--- config.mk ---
export PLATFORM = sky130hd
export DESIGN_NAME = store_queue
export DESIGN_NICKNAME = d
export VERILOG_FILES = /design/src/rtl/store_queue.sv
export SDC_FILE = /design/constraint.sdc
export NUM_CORES = 1
export LEC_CHECK = 0
export ABC_CLOCK_PERIOD_IN_PS = 3000
export CAP_MARGIN = 20
export CORE_UTILIZATION = 30
export CTS_BUF_LIST = sky130_fd_sc_hd__clkbuf_8
export DETAILED_ROUTE_END_ITERATION = 12
export GPL_ROUTABILITY_DRIVEN = 1
export PLACE_DENSITY = 0.54
export SLEW_MARGIN = 20
export SYNTH_ARGS = -nofsm -noshare
export SYNTH_HDL_FRONTEND = slang
export SYNTH_SLANG_ARGS = --single-unit
--- constraint.sdc ---
create_clock -name clock -period 3 [get_ports clock]
set_input_delay 0.45 -clock clock [delete_from_list [all_inputs] [get_ports clock]]
set_output_delay 0.45 -clock clock [all_outputs]
set_load 0.05 [all_outputs]
--- src/rtl/store_queue.sv ---
`default_nettype none
// ============================================================================
// Module      : store_queue
// Description : Circular store buffer between dispatch, the ALU FU and the
//               data cache: in-order alloc, out-of-order resolve, in-order
//               commit and drain. Define SQ_FWD_EN for store-to-load forwarding.
// Revision    : 1.0 - initial release
// ============================================================================
module store_queue #(
  parameter int SQ_DEPTH = 8,
  parameter int IDX_W    = $clog2(SQ_DEPTH),
  parameter int XLEN     = 32
) (
  input  logic              clock,
  input  logic              reset,
  input  logic              dispatch_valid,
  output logic [IDX_W-1:0]  sq_tail,
  output logic              sq_full,
  output logic              sq_empty,
  input  logic              exec_valid,
  input  logic [IDX_W-1:0]  exec_idx,
  input  logic [XLEN-1:0]   exec_addr,
  input  logic [XLEN-1:0]   exec_data,
  input  logic [3:0]        exec_usebytes,
  input  logic              retire_valid,
  input  logic              squash,
  output logic              mem_req_valid,
  output logic [XLEN-1:0]   mem_req_addr,
  output logic [XLEN-1:0]   mem_req_data,
  output logic [3:0]        mem_req_usebytes,
  input  logic              mem_req_ready
`ifdef SQ_FWD_EN
  ,
  input  logic [XLEN-1:0]   ld_addr,
  input  logic [IDX_W:0]    ld_pos,
  output logic [3:0]        ld_fwd_bytes,
  output logic [XLEN-1:0]   ld_fwd_data
`endif
);

  typedef enum logic [1:0] {
    S_FREE   = 2'd0,
    S_ALLOC  = 2'd1,
    S_READY  = 2'd2,
    S_COMMIT = 2'd3
  } entry_state_t;

  localparam logic [IDX_W:0] c_ptr_zero   = '0;
  localparam logic [IDX_W:0] c_ptr_one    = (IDX_W+1)'(1);
  localparam logic [IDX_W:0] c_full_count = (IDX_W+1)'(SQ_DEPTH);

  entry_state_t      r_state     [SQ_DEPTH];
  entry_state_t      w_state_nxt [SQ_DEPTH];
  logic [XLEN-1:0]   r_addr      [SQ_DEPTH];
  logic [XLEN-1:0]   r_data      [SQ_DEPTH];
  logic [3:0]        r_bytes     [SQ_DEPTH];

  logic [IDX_W:0]    r_head;
  logic [IDX_W:0]    r_commit;
  logic [IDX_W:0]    r_tail;
  logic [IDX_W:0]    w_commit_nxt;
  logic [IDX_W:0]    w_count;
  logic [IDX_W-1:0]  w_head_idx;
  logic [IDX_W-1:0]  w_commit_idx;
  logic [IDX_W-1:0]  w_tail_idx;

  logic              w_dispatch;
  logic              w_exec;
  logic              w_retire;
  logic              w_drain;

  assign w_head_idx   = r_head[IDX_W-1:0];
  assign w_commit_idx = r_commit[IDX_W-1:0];
  assign w_tail_idx   = r_tail[IDX_W-1:0];
  assign w_count      = r_tail - r_head;

  assign sq_tail  = w_tail_idx;
  assign sq_full  = (w_count == c_full_count);
  assign sq_empty = (w_count == c_ptr_zero);

  assign mem_req_valid    = (r_state[w_head_idx] == S_COMMIT);
  assign mem_req_addr     = r_addr[w_head_idx];
  assign mem_req_data     = r_data[w_head_idx];
  assign mem_req_usebytes = r_bytes[w_head_idx];

  assign w_dispatch = dispatch_valid && !sq_full && !squash;
  assign w_exec     = exec_valid && (r_state[exec_idx] == S_ALLOC) && !squash;
  assign w_retire   = retire_valid && (r_state[w_commit_idx] == S_READY);
  assign w_drain    = mem_req_valid && mem_req_ready;

  assign w_commit_nxt = w_retire ? (r_commit + c_ptr_one) : r_commit;

  // Priority per entry: drain, retire, squash, exec, dispatch. The drain,
  // retire and dispatch targets can never alias given their required states.
  always_comb begin
    for (int i = 0; i < SQ_DEPTH; i++) begin
      w_state_nxt[i] = r_state[i];
      if (w_drain && (w_head_idx == IDX_W'(i))) begin
        w_state_nxt[i] = S_FREE;
      end else if (w_retire && (w_commit_idx == IDX_W'(i))) begin
        w_state_nxt[i] = S_COMMIT;
      end else if (squash && ((r_state[i] == S_ALLOC) || (r_state[i] == S_READY))) begin
        w_state_nxt[i] = S_FREE;
      end else if (w_exec && (exec_idx == IDX_W'(i))) begin
        w_state_nxt[i] = S_READY;
      end else if (w_dispatch && (w_tail_idx == IDX_W'(i))) begin
        w_state_nxt[i] = S_ALLOC;
      end
    end
  end

  always_ff @(posedge clock or negedge reset) begin
    if (!reset) begin
      for (int i = 0; i < SQ_DEPTH; i++) begin
        r_state[i] <= S_FREE;
      end
    end else begin
      for (int i = 0; i < SQ_DEPTH; i++) begin
        r_state[i] <= w_state_nxt[i];
      end
    end
  end

  always_ff @(posedge clock or negedge reset) begin
    if (!reset) begin
      for (int i = 0; i < SQ_DEPTH; i++) begin
        r_addr[i]  <= '0;
        r_data[i]  <= '0;
        r_bytes[i] <= '0;
      end
    end else begin
      for (int i = 0; i < SQ_DEPTH; i++) begin
        if (w_exec && (exec_idx == IDX_W'(i))) begin
          r_addr[i]  <= exec_addr;
          r_data[i]  <= exec_data;
          r_bytes[i] <= exec_usebytes;
        end
      end
    end
  end

  // Squash rewinds tail onto the post-retire commit pointer.
  always_ff @(posedge clock or negedge reset) begin
    if (!reset) begin
      r_head   <= '0;
      r_commit <= '0;
      r_tail   <= '0;
    end else begin
      r_commit <= w_commit_nxt;
      if (squash) begin
        r_tail <= w_commit_nxt;
      end else if (w_dispatch) begin
        r_tail <= r_tail + c_ptr_one;
      end
      if (w_drain) begin
        r_head <= r_head + c_ptr_one;
      end
    end
  end

`ifdef SQ_FWD_EN
  logic [IDX_W:0]   w_ld_span;
  logic [IDX_W:0]   w_fwd_off;
  logic [IDX_W-1:0] w_fwd_idx;
  logic             w_unused_ld_lo;

  assign w_ld_span      = ld_pos - r_head;
  assign w_unused_ld_lo = ^ld_addr[1:0];

  // Walk oldest to youngest so later matches overwrite earlier lanes.
  always_comb begin
    ld_fwd_bytes = '0;
    ld_fwd_data  = '0;
    w_fwd_off    = '0;
    w_fwd_idx    = '0;
    for (int k = 0; k < SQ_DEPTH; k++) begin
      w_fwd_off = (IDX_W+1)'(k);
      w_fwd_idx = w_head_idx + IDX_W'(k);
      if ((w_fwd_off < w_ld_span) &&
          ((r_state[w_fwd_idx] == S_READY) || (r_state[w_fwd_idx] == S_COMMIT)) &&
          (r_addr[w_fwd_idx][XLEN-1:2] == ld_addr[XLEN-1:2])) begin
        for (int b = 0; b < 4; b++) begin
          if (r_bytes[w_fwd_idx][b]) begin
            ld_fwd_bytes[b]       = 1'b1;
            ld_fwd_data[8*b +: 8] = r_data[w_fwd_idx][8*b +: 8];
          end
        end
      end
    end
  end
`endif

endmodule
`default_nettype wire

Yosys cells after proc, flatten, opt, wreduce, memory -nomap -nowiden
Index checks and enable logic that the tools add are counted.
Word-level totals
  output and inout bits: 74
  input bits: 78
  logic and storage cells: 224
  flip-flop bits (word level): 572
Cells by class
  $lt $le $gt $ge: 3
  bitwise operators: 3
  add/subtract/negate cells: 4
  muxes and demuxes: 61
  reductions and logical operators: 70
  eq/ne operators: 48
Operators with widths (count)
  $bmux W32 S3: 2
  $mux W32: 4
  $mux W2: 46
  $eq A3 B3 Y1 const B: 16
  $logic_and A1 B1 Y1: 46
  $reduce_bool A5 Y1: 8
  $eq A3 B2 Y1 const B: 8
  $eq A2 B2 Y1 const B: 10
  $mux W4: 5
  $bmux W2 S3: 3
  $eq A2 B1 Y1 const B: 9
  $add A4 B1 Y4 const B: 3
  $bmux W4 S3: 1
  $eq A3 B1 Y1 const B: 4
  $ge A4 B4 Y1 const B: 3
  $logic_not A3 Y1: 4
  $not A3 Y4: 3
  $logic_or A1 B1 Y1: 8
  $eq A4 B4 Y1 const B: 1
  $logic_not A4 Y1: 1
  $sub A4 B4 Y4: 1
  $logic_not A1 Y1: 2
  $reduce_bool A2 Y1: 1

Logic depth before layout (Yosys ltp)
  word-level depth: 12
  mapped depth: 10
  depth with buffers taken out: 7

Worst setup path after synthesis
OpenSTA, ideal clock, no wires.
  path type: register -> output
  from: reg r_head[1]
  to: out sq_empty
  cell stages (with the launch flop): 8
  data arrival time: 2.580 ns
  path buffers: 2
  setup slack: -0.030 ns
  path through: dfrtp_1 > clkbuf_1 > buf_2 > inv_1 > ha_1 > and3b_1 > or3_1 > a21oi_1
Between the ends
  cells in the longest elaborated chain, start to end: 2
RTL lines
  start, declared: RTL line 58  | logic [IDX_W:0] r_head;
  start signal, assigned: RTL line 156  | r_head <= r_head + c_ptr_one;
  $sub A4 B4 Y4: RTL line 75  | assign w_count = r_tail - r_head;
  $logic_not A4 Y1: RTL line 79  | assign sq_empty = (w_count == c_ptr_zero);
  end, declared: RTL line 19  | output logic sq_empty,
No other way between the ends.

Worst setup path after layout
  from: reg r_head[0]
  to: out mem_req_addr[6]
Between the ends
  cells in the longest elaborated chain, start to end: 4
RTL lines
  $not A3 Y4 (not written as such): RTL line 82  | assign mem_req_addr = r_addr[w_head_idx];
  $bmux W32 S3: RTL line 82
  $mux W32 (not written as such) (2 in a row): RTL line 82
  end, declared: RTL line 28  | output logic [XLEN-1:0] mem_req_addr,
No other way between the ends. The select of a mux whose other input is x is not followed.

==> summary.txt <==
Yosys
  – Largest cells by area after synthesis: dfrtp_1 54%, mux2_2 23%, mux4_2 12%
  – Register area share after synthesis: between 50% and 60%
  – Top-area cell type share of the netlist area: roughly 54%
  – Yosys top cell by area: dfrtp_1
  – Mean post-synth cell area: between 10 and 15 um^2
  – Synth warn: 0
  – Syn_nets: between 1500 and 2000
  – Top_reg_cell synth: dfrtp_1
  – Synth Cell Area: approximately 26000 um^2
  – Cells after Synth: approximately 1800
  – Post-synth EDFFs: 0
  – Synthesized flop and latch total: 572
  – FFs w/ async S/R, synth: 100%
  – Unique masters post-synth: 50

Worst setup path
  – CP Data Required Time: 2.55 ns
  – Crit path capture type: output port
  – Crit Path Class: flip-flop to output port
  – Critical Path AT: between 2 and 3 ns
  – Critical-path maximum fanout: 5
  – CP startpoint kind: flip-flop

Route
  – Routed WL: approximately 70000 um
  – DR WL/cell: between 20 and 25 um
  – DRC: 0
  – Via count: ~16000
  – Vias per cell: 4.99
  – DRT Pass-1 Iters: 5
  – ANT nets after route: 0
  – DR iter-0 viols: between 600 and 700

Pwr
  – Power density over the cells: about 540 nW/um^2
  – Leak: around 0.016 uW
  – Maximum VDD drop: between 0.0003 and 0.0004 V

Global route
  – Initial antenna violation count: 8
  – Total GRT Usage: around 16%
  – Pin count of the biggest net entering global routing: 83
  – First-pass GRT wire length: 109000 um
  – Vias in the first global route: 17800
  – Grt ovf: 0

STA
  – Worst-Margin Slew: about 0.78 ns
  – Finish-stage setup viols: 7
  – RSZ-0062 raised after global routing: yes
  – Layout Skew: around 0.052 ns
  – Crit share post-route: 100%
  – Final slew viol count: 0
  – Relative slew slack: about half
  – Minimum clock period: between 3 and 4 ns
  – Final Hold Viols: 0
  – Highest Clock Rate: 0.332 GHz
  – Final setup margin: -0.0100 ns

Min path
  – Hold Path Class: input pin to asynchronous set/reset pin

Floorplanning
  – Die X: about 300 um
  – Cell Rows: about 110
  – Die area: 89000 um^2
  – Initial Utilization: a little under a third
  – Die Ht: ~300 um
  – Core area: about 87000 um^2
  – Ports: 152

CTS
  – TritonCTS clock tree: built
  – Clock root cell: clkbuf_8
  – Worst-path clk slew: around 0.06 ns
  – Num CTS Buffers: ~100
  – Worst-case clock buffer depth: 3
  – Worst-skew pair later-pin latency: 0.71 ns
  – H-tree depth reported by CTS: 3
  – Clock sink count: around 570

Layout
  – Commonest non-fill, non-tap cell in the layout: dfrtp_1
  – Post-Route Utilization: between 30% and 40%
  – Nets: roughly 2100
  – Area Growth Syn to Fin: 25.6%
  – Layout cell share with drive strength beyond 1: roughly 54%
  – Leading cell types in the layout, fill and taps excluded: 568 x dfrtp_1, 546 x mux2_2, 137 x mux4_2, 112 x clkbuf_8, 104 x nand2_1

Place
  – Pre-CTS WS: around 0.25 ns
  – I/O Buffers: ~150
  – HPWL Detailed: a little under 40000 um
  – Gpl congestion: roughly 0.78

Outcome
  – Status: complete, but fails checks
  – Failing checks: setup timing

Flow run
  – MaxCap Viol Count: 0
==> metrics by stage <==
stage,setup TNS (ns),cells,total power (uW),instance area [um^2],hold slack [ns]
finish,-0.0408,3236,17800,33100,0.323
global route,-2.51,3235,18700,33100,0.338
CTS,-3.54,3230,18000,32600,0.275
detailed placement,0,3030,10900,29900,0.455
global placement,0,3030,10800,29900,0.453
floorplan,0,1787,9910,26300,0.154
==> cells in the mapped netlist, types with 5 or more instances <==
master     count
mux4_2       137
a31oi_1        9
a31o_2         8
o21ai_0       11
ha_1          21
nand2_1      220
o2111ai_1      9
nand4b_1       6
dfrtp_1      572
buf_4          6
nor2_1        17
and3_1         6
inv_1         15
buf_2         50
nor2b_1        5
mux2_2       546
clkbuf_1      54
buf_1          5
a21oi_1        6
o211ai_1       8
nand3_1       12
nand4_1       11
==> repair_timing <==
item                                   4_1_cts  5_1_grt
endpoints found under the hold margin       47        0
pin swaps                                    6       31
gates resized for setup                     94      135
cloned                                      11        3
hold buffers                                 1        0
setup buffers                               12        4
setup endpoints to repair                   68       68
==> final timing paths <==
kind / slack, ns / endpoint / cells after the start / from
max: -0.01 / mem_req_addr[6] / 8 / r_head[0]
min in group clock: 0.46 / r_commit[3] / 1 / r_commit[3]
max reg2reg: 0.55 / r_tail[2] / 8 / r_head[1]
min: 0.32 / r_addr[22] / 2 / reset
max in group asynchronous: 1.70 / r_addr[59] / 3 / reset
min reg2reg: 0.46 / r_commit[3] / 1 / r_commit[3]
==> flip-flops by register name, indices dropped and copies added (netlist names) <==
signal	count
r_commit	4
r_head	4
r_addr	256
r_data	256
r_tail	4
r_state	16
r_bytes	32
==> final cells by class <==
cell class	count	area, um^2
Fill cell	8136	53800
Sequential cell	572	14300
Multi-Input combinational cell	1083	12000
Timing Repair Buffer	232	3360
Clock buffer	112	1540
Tap cell	1155	1450
Clock inverter	64	353
Inverter	17	65.1
Antenna cell	1	2.50
==> layer usage <==
layer  GRT usage [%]  vias to the layer above  routed length, um
met5               0                        -                115
met4            5.14                       16               1720
met3            3.65                      154               3440
met2            26.2                      333              34700
met1            20.3                     8619              29600
li1                -                     7019                  -
==> worst max-delay path, stage by stage (launching register included) <==
cell,delay (ns)
dfrtp_4,0.51
buf_16,0.15
buf_12,0.14
buf_12,0.14
buf_16,0.13
mux4_2,0.43
nand2_2,0.10
nand2_4,0.09
buf_12,0.15
==> logic make-up after synthesis <==
kind of cell,share of synthesized area [%]
flops,54.4
compound gates,1.76
buf+inv,2.20
mux,35.2
simple gates,5.32
xor+xnor,0.166
fa+ha+maj,0.998
==> power breakdown <==
part / switching, uW / internal [uW] / total (uW)
Combinational: 1140 / 1190 / 2330
Clock: 3330 / 3530 / 6860
Sequential: 300 / 8280 / 8580
Total: 4770 / 13000 / 17800
Power figures use the tool's default switching activity.
